### src/rtl/seq_adder_pkg.sv
// seq_adder_pkg: shared definitions for the digit-serial adder.
//   - DEF_WIDTH / DEF_DIGIT : default operand width and bits added per clock
//   - state_e               : FSM state encoding (IDLE, RUN, DONE)
package seq_adder_pkg;

  localparam int DEF_WIDTH = 32;
  localparam int DEF_DIGIT = 8;

  typedef enum logic [1:0] {
    IDLE = 2'd0,
    RUN  = 2'd1,
    DONE = 2'd2
  } state_e;

endpackage

### src/rtl/seq_adder_digit.sv
// digit_adder: DIGIT-bit ripple-carry adder built from single-bit full-adder
// cells. Used once per clock by seq_adder to add one operand slice.
// Ports:
//   a_i, b_i  slice operands
//   c_i       carry into bit 0
//   s_o       slice sum
//   co_o      carry out of the slice MSB
//   cmsb_o    carry into the slice MSB (for signed overflow detection)
module digit_adder #(
  parameter int DIGIT = 8
) (
  input  logic [DIGIT-1:0] a_i,
  input  logic [DIGIT-1:0] b_i,
  input  logic             c_i,
  output logic [DIGIT-1:0] s_o,
  output logic             co_o,
  output logic             cmsb_o
);

  logic [DIGIT:0] c;

  assign c[0] = c_i;

  for (genvar i = 0; i < DIGIT; i++) begin : g_fa
    assign s_o[i]   = a_i[i] ^ b_i[i] ^ c[i];
    assign c[i+1]   = (a_i[i] & b_i[i]) | (c[i] & (a_i[i] ^ b_i[i]));
  end

  assign co_o   = c[DIGIT];
  assign cmsb_o = c[DIGIT-1];

endmodule

### src/rtl/seq_adder.sv
// seq_adder: digit-serial adder/subtractor. Adds DIGIT bits per clock, LSB
// slice first, finishing WIDTH/DIGIT clocks after start is accepted.
// Optional feature macro: SEQ_ADDER_SUB_EN enables subtraction via 'sub';
// without it 'sub' is ignored and no inversion logic exists.
// Ports:
//   clk, rst        clock, synchronous active-high reset
//   start           request (sampled in IDLE/DONE only)
//   sub, a, b, cin  operation select, operands, carry-in
//   busy            high while RUN
//   done            one-cycle pulse in DONE
//   sum, cout, ovf  result, carry out of MSB, signed overflow
module seq_adder
  import seq_adder_pkg::*;
#(
  parameter int WIDTH = DEF_WIDTH,
  parameter int DIGIT = DEF_DIGIT
) (
  input  logic             clk,
  input  logic             rst,
  input  logic             start,
  input  logic             sub,
  input  logic [WIDTH-1:0] a,
  input  logic [WIDTH-1:0] b,
  input  logic             cin,
  output logic             busy,
  output logic             done,
  output logic [WIDTH-1:0] sum,
  output logic             cout,
  output logic             ovf
);

  localparam int NUM = WIDTH / DIGIT;
  localparam int IW  = (NUM > 1) ? $clog2(NUM) : 1;

  state_e           state_q, state_d;
  logic [WIDTH-1:0] a_q, a_d, b_q, b_d;
  logic [WIDTH-1:0] acc_q, acc_d;
  logic [WIDTH-1:0] sum_q, sum_d;
  logic [IW-1:0]    idx_q, idx_d;
  logic             c_q, c_d;
  logic             cout_q, cout_d;
  logic             ovf_q, ovf_d;

  // Operand conditioning at latch time: subtraction is a + ~b + 1.
  logic [WIDTH-1:0] b_in;
  logic             c_in;
`ifdef SEQ_ADDER_SUB_EN
  assign b_in = sub ? ~b : b;
  assign c_in = sub | cin;
`else
  logic unused_sub;
  assign unused_sub = sub;
  assign b_in       = b;
  assign c_in       = cin;
`endif

  logic [DIGIT-1:0] sl_a, sl_b, sl_s;
  logic             sl_co, sl_cmsb;
  logic             last;

  assign sl_a = a_q[idx_q*DIGIT +: DIGIT];
  assign sl_b = b_q[idx_q*DIGIT +: DIGIT];
  assign last = (idx_q == IW'(NUM - 1));

  digit_adder #(.DIGIT(DIGIT)) u_digit (
    .a_i    (sl_a),
    .b_i    (sl_b),
    .c_i    (c_q),
    .s_o    (sl_s),
    .co_o   (sl_co),
    .cmsb_o (sl_cmsb)
  );

  always_comb begin
    state_d = state_q;
    a_d     = a_q;
    b_d     = b_q;
    acc_d   = acc_q;
    sum_d   = sum_q;
    idx_d   = idx_q;
    c_d     = c_q;
    cout_d  = cout_q;
    ovf_d   = ovf_q;
    case (state_q)
      IDLE, DONE: begin
        if (start) begin
          a_d     = a;
          b_d     = b_in;
          c_d     = c_in;
          idx_d   = '0;
          state_d = RUN;
        end else begin
          state_d = IDLE;
        end
      end
      RUN: begin
        acc_d[idx_q*DIGIT +: DIGIT] = sl_s;
        c_d = sl_co;
        if (last) begin
          // Visible result only changes here, so it holds across a
          // back-to-back operation until that one completes.
          sum_d   = acc_d;
          cout_d  = sl_co;
          ovf_d   = sl_cmsb ^ sl_co;
          state_d = DONE;
        end else begin
          idx_d = idx_q + IW'(1);
        end
      end
      default: state_d = IDLE;
    endcase
  end

  always_ff @(posedge clk) begin
    if (rst) begin
      state_q <= IDLE;
      a_q     <= '0;
      b_q     <= '0;
      acc_q   <= '0;
      sum_q   <= '0;
      idx_q   <= '0;
      c_q     <= 1'b0;
      cout_q  <= 1'b0;
      ovf_q   <= 1'b0;
    end else begin
      state_q <= state_d;
      a_q     <= a_d;
      b_q     <= b_d;
      acc_q   <= acc_d;
      sum_q   <= sum_d;
      idx_q   <= idx_d;
      c_q     <= c_d;
      cout_q  <= cout_d;
      ovf_q   <= ovf_d;
    end
  end

  assign busy = (state_q == RUN);
  assign done = (state_q == DONE);
  assign sum  = sum_q;
  assign cout = cout_q;
  assign ovf  = ovf_q;

endmodule
### config.mk
export PLATFORM = sky130hd
export DESIGN_NAME = seq_adder
export DESIGN_NICKNAME = d
export VERILOG_FILES = /design/src/rtl/seq_adder_pkg.sv /design/src/rtl/seq_adder_digit.sv /design/src/rtl/seq_adder.sv
export SDC_FILE = /design/constraint.sdc
export NUM_CORES = 1
export LEC_CHECK = 0
export CORE_ASPECT_RATIO = 1.1
export CORE_MARGIN = 2
export CORE_UTILIZATION = 52
export CTS_CLUSTER_SIZE = 16
export DETAILED_ROUTE_END_ITERATION = 8
export PLACE_DENSITY = 0.86
export SKIP_LAST_GASP = 1
export SYNTH_ARGS = -nofsm -noshare
export SYNTH_HDL_FRONTEND = slang
export SYNTH_SLANG_ARGS = --single-unit
### constraint.sdc
create_clock -name clk -period 6.08 [get_ports clk]
set_input_delay 1.824 -clock clk [delete_from_list [all_inputs] [get_ports clk]]
set_output_delay 1.824 -clock clk [all_outputs]
set_load 0.02 [all_outputs]
==> results.cfg, run 1 <==
[floorplanning]
die_area_mm2 = 0.01209
core_mm2 = 0.01091
start_util_pct = 53.49
die_h_um = 115.1
rows = 40
die_width_um = 105.0
ios = 105

[finish]
antenna_cells = 0
fill_cells = 875
utilization_pct = 67.65
area_growth_pct = 26.48
drive_gt1_share_pct = 7.025
finalNetCount = 796
final_cells = 873

[timing]
slew_violations = 0
slew_headroom_pct = 16.48
tightest_slew_ps = 1253
setup_violations = 0
fin_crit_sh_pct = 83.31
rsz0062_at_grt = no
fin_crit_ps = 5065
holdWs_ps = 448.6
setup_slack_ps = 1015
max_freq_ghz = 0.1974
fin_setup_tns_ps = 0
clock_skew_ps = 14.95
final_hold_viol_count = 0

[yosys]
syn-cell-area_mm2 = 0.005836
synth.top_cell.area_share_pct = 46.31
synthCells = 639
yosys_warnings = 0
syn_avg_cell_area_um2 = 9.132
ys_ff_latch = 135
synthTopCellsByArea = dfxtp_1, nand2_1, mux4_1, a21oi_1, a221oi_1
syn_nets = 722
yosys.area.top_type = dfxtp_1
seq_area_frac_synth_pct = 46.31
synth_cell_types = 35

[clocking]
post_cts_buffers = 0
cts-buffers-inserted = 17
cts_buffer_depth = 2
insertion_delay_ps = 420
cts.sinks = 135
cts_root_buf = clkbuf_16
holdBufCountCts = 0
cts-resized-gates = 0
h-tree-depth = 4
path_clk_slew_ps = 60
cts_tree = built

[critical_path]
end_kind = flop
criticalPathCategory = reg -> reg
path_cells = mux4_2 > inv_1 > fa_1 > fa_1 > fa_1 > fa_1 > fa_1 > inv_1 > fa_1 > inv_1 > fa_1 > inv_1 > fa_1 > a221oi_1 > nor3_1
critical_path.max_stage_delay_ps = 580
startpoint_type = flop
required_ps = 6360
crit_top_cell = fa_1
cp_max_fo = 8
critPathArrivalTime_ps = 5340
cpMaxStageDelayCell = fa_1

[global_route]
grt_usage_pct = 23.58
grt_pass1_vias = 4905
grt_overflow = 0
grt_max_degree = 74
grt_pass1_wl_um = 22600
antenna_found_initial = 0

[drt]
ant_nets = 0
via_count = 5011
dr.pass1.iters = 6
routedWlPerCell_um = 16.07
vias_per_cell = 5.740
wl_um = 14030
drtIter0Drc = 260
drc = 0

[place]
port_buffers = 103
place_inst = 841
place_hpwl_um = 9458
place_ws_ps = 1084
gp_congestion = 0.8740

[power]
powerDensity_mw_per_mm2 = 305.5
power_leakage_nw = 2.760
ir_drop_v = 0.0001771

[outcome]
status = complete, no violations

[min_path]
hold_class = reg -> reg

[run]
cap_viol_max_count = 0
[where the power goes]
group	leakage, nW	total (mW)	internal (mW)	switching (mW)
sequential	1.10	0.935	0.916	0.0189
combinational	1.37	0.239	0.0995	0.139
clock	0.291	1.08	0.691	0.389
[critical path: cells and delay by family, from the launching register on]
kind / cells / cell delay (ps)
buf+inv: 4 / 280
simple gates: 1 / 90
compound gates: 1 / 390
mux: 1 / 270
fa+ha+maj: 8 / 3380
flops: 1 / 510
[metrics by stage]
step / cell area, um2 / total power, mW
after global routing: 7381 / 2.321
final: 7381 / 2.255
after CTS: 7381 / 2.261
after global placement: 6754 / 1.177
after detailed placement: 6754 / 1.187
after floorplan: 5836 / 1.106
[worst paths after layout]
check | endpoint | slack, ps | cells after the start | start
setup reg to reg | sum[7] | 1020 | 15 | idx_q[1]
hold reg to reg | b_q[15] | 450 | 2 | b_q[15]
hold / removal | b_q[15] | 450 | 2 | b_q[15]
setup / recovery | sum[7] | 1020 | 15 | idx_q[1]
[area by class of cell]
| cell class | count | area [um2] | area share (%) |
|---|---|---|---|
| Timing Repair Buffer | 109 | 1074 | 14.54 |
| Inverter | 29 | 108.9 | 1.475 |
| Sequential cell | 135 | 2703 | 36.62 |
| Tap cell | 147 | 183.9 | 2.492 |
| Multi-Input combinational cell | 421 | 2685 | 36.38 |
| Clock buffer | 19 | 432.9 | 5.865 |
| Clock inverter | 13 | 193.9 | 2.628 |
[cells in the mapped netlist]
cell type    n
and3b_1      1
a221oi_1    32
and4bb_1     3
inv_2        1
xnor2_1      1
nand3_1      1
nand2_1    134
buf_4        8
buf_12       1
nand3b_2     1
a32oi_1      8
inv_1       28
buf_2       20
and4b_2      1
clkbuf_1    14
ha_1         6
a311oi_1     1
fa_1         8
a22oi_1     24
mux4_2       3
o31ai_1      1
nor2b_1      2
nor3_1      32
nor3b_2      5
buf_1        1
nand3b_1     5
nor3b_1      1
a21oi_1     68
dfxtp_1    135
nand4b_1     1
or3b_2       1
nor2_1      66
buf_6       10
nand2b_1     2
mux4_1      13
[state kept, by name, indices dropped and copies added (netlist names)]
register	cells
a_q	32
acc_q	32
b_q	32
c_q	1
cout	1
idx_q	2
ovf	1
state_q	2
sum	32
[per-layer routing]
| layer | track usage (%) | up-vias | part of all wire, % |
|---|---|---|---|
| li1 | - | 2385 | - |
| met1 | 26.52 | 2357 | 38 |
| met2 | 41.56 | 225 | 51 |
| met3 | 5.215 | 44 | 7.2 |
| met4 | 13.51 | 0 | 3.4 |
| met5 | 0 | - | 0 |
[cells by family after synthesis]
family / after synthesis / share of synthesized area [%]
flops: 135 / 46.31
fa+ha+maj: 14 / 4.031
buf+inv: 83 / 7.847
compound gates: 134 / 15.20
mux: 16 / 7.011
xor+xnor: 1 / 0.1501
simple gates: 256 / 19.45
[cell usage in the layout (no fill, tap or decap), drive strengths merged, types with 16 or more instances in the layout]
master / netlist / layout
nor2: 66 / 66
clkdlybuf4s50: 0 / 102
a21oi: 68 / 68
a221oi: 32 / 32
dfxtp: 135 / 135
a22oi: 24 / 24
nand2: 134 / 134
mux4: 16 / 16
clkbuf: 14 / 19
nor3: 32 / 32
inv: 29 / 33
Power figures use the tool's default switching activity.
==> run 2, diff against run 1 <==
- clock period: 6.08 -> 4.9 ns (I/O delays scaled with it)
==> results.cfg, run 2 (same netlist as run 1, synthesis figures left out) <==
[outcome]
status = complete, no violations

[finish]
utilization_pct = 68.14
finalNetCount = 798
antenna_cells = 0
area_growth_pct = 27.40
fill_cells = 868
drive_gt1_share_pct = 8.540
layout_common_cells = nand2_1, dfxtp_1, clkdlybuf4s50_1

[power]
power.share.sequential_pct = 41.2
total_power_mw = 2.816
p_sw_uw = 655.1
p_comb_share_pct = 10.7
power_leakage_nw = 2.799
swShare_pct = 23.26
powerDensity_mw_per_mm2 = 378.8
ir_drop_v = 0.0002744
internal_power_mw = 2.161
clkPwrFrac_pct = 48.0

[clocking]
path_clk_slew_ps = 60
h-tree-depth = 4
cts.sinks = 135
cts_root_buf = clkbuf_16
holdBufCountCts = 0
cts_buffer_depth = 2
cts_tree = built
cts-buffers-inserted = 17
insertion_delay_ps = 420

[place]
place_ws_ps = -20.68
gp_congestion = 0.8759
place_hpwl_um = 9420
port_buffers = 103

[critical_path]
cp_max_fo = 8
crit_buf_inv = 4
critical_path.max_stage_delay_ps = 540
required_ps = 5170
cp_top_family = adder cells
critPathArrivalTime_ps = 4960
end_kind = flop
startpoint_type = flop
criticalPathCategory = reg -> reg
cpMaxStageDelayCell = fa_2
path_cells = mux4_2 > inv_1 > fa_1 > fa_2 > fa_2 > fa_2 > fa_1 > inv_1 > fa_1 > inv_1 > fa_1 > inv_2 > fa_2 > a221oi_2 > nor3_1

[global_route]
grt_overflow = 0
grt_pass1_wl_um = 22600
grt_max_degree = 90
antenna_found_initial = 0
grt_pass1_vias = 4802
grt_usage_pct = 23.67

[drt]
via_count = 4988
ant_nets = 0
drtIter0Drc = 345
drc = 0
dr.pass1.iters = 5
routedWlPerCell_um = 16.24
wl_um = 14180
vias_per_cell = 5.714

[floorplanning]
start_util_pct = 53.49
rows = 40
core_mm2 = 0.01091
ios = 105
die_h_um = 115.1
die_area_mm2 = 0.01209
die_width_um = 105.0

[timing]
max_freq_ghz = 0.2129
tightest_slew_ps = 1204
fin_crit_ps = 4697
clock_skew_ps = 8.519
final_hold_viol_count = 0
setup_violations = 0
slew_headroom_pct = 19.77
setup_slack_ps = 203.0
fin_crit_sh_pct = 95.86
slew_violations = 0
rsz0062_at_grt = no

[min_path]
hold_class = reg -> reg

[run]
cap_viol_max_count = 0
## run 2: worst paths after layout
kind	to	start	slack, ps	cells past startpoint
worst max-delay path	sum[7]	idx_q[0]	200	15
worst max register to register	sum[7]	idx_q[0]	200	15
worst min register to register	b_q[3]	b_q[3]	450	2
worst min-delay path	b_q[3]	b_q[3]	450	2
## run 2: metal layers
metal | vias up | routed length [um] | share of wire, % | track usage [%]
li1 | 2379 | - | - | -
met1 | 2384 | 5608 | 40 | 27.46
met2 | 191 | 7353 | 52 | 42.38
met3 | 34 | 901 | 6.4 | 5.839
met4 | 0 | 312 | 2.2 | 9.244
met5 | - | 0 | 0 | 0
## run 2: tightest hold or removal path: stages, from the launching register on
cell	delay [ps]
dfxtp_1	300
nand2_1	50
a21oi_1	50
## run 2: power groups by stage
stage | Combinational, mW | Clock [mW] | Sequential [mW]
after floorplan | 0.200 | 0 | 1.17
after global placement | 0.281 | 0 | 1.18
after detailed placement | 0.291 | 0 | 1.18
after CTS | 0.295 | 1.36 | 1.16
after global routing | 0.326 | 1.40 | 1.16
final | 0.303 | 1.35 | 1.16
## run 2: metrics by stage
stage	setup TNS, ps	instances	hold slack, ps	area (um2)
floorplan	0	639	431.5	5839
global route	0	873	475.0	7435
CTS	0	873	450.4	7403
detailed placement	-20.68	843	442.9	6771
finish	0	873	451.8	7435
global placement	0	843	439.4	6771
## run 2: area by class of cell
| cell class | instances | area (um2) | share of cell area [%] |
|---|---|---|---|
| timing repair buffer | 111 | 1089 | 14.64 |
| sequential | 135 | 2704 | 36.37 |
| clock buffer | 22 | 484.2 | 6.513 |
| inverter | 29 | 108.9 | 1.464 |
| tap | 147 | 183.9 | 2.474 |
| multi-input combinational | 421 | 2720 | 36.59 |
| clock inverter | 8 | 145.1 | 1.952 |
## run 2: repair_timing
| item | in CTS | in global routing |
|---|---|---|
| setup endpoints to repair | 1 | 12 |
| hold endpoints to repair | 0 | 0 |
| setup buffers | 0 | 0 |
| gates resized for setup | 1 | 8 |
| pin swaps | 0 | 4 |
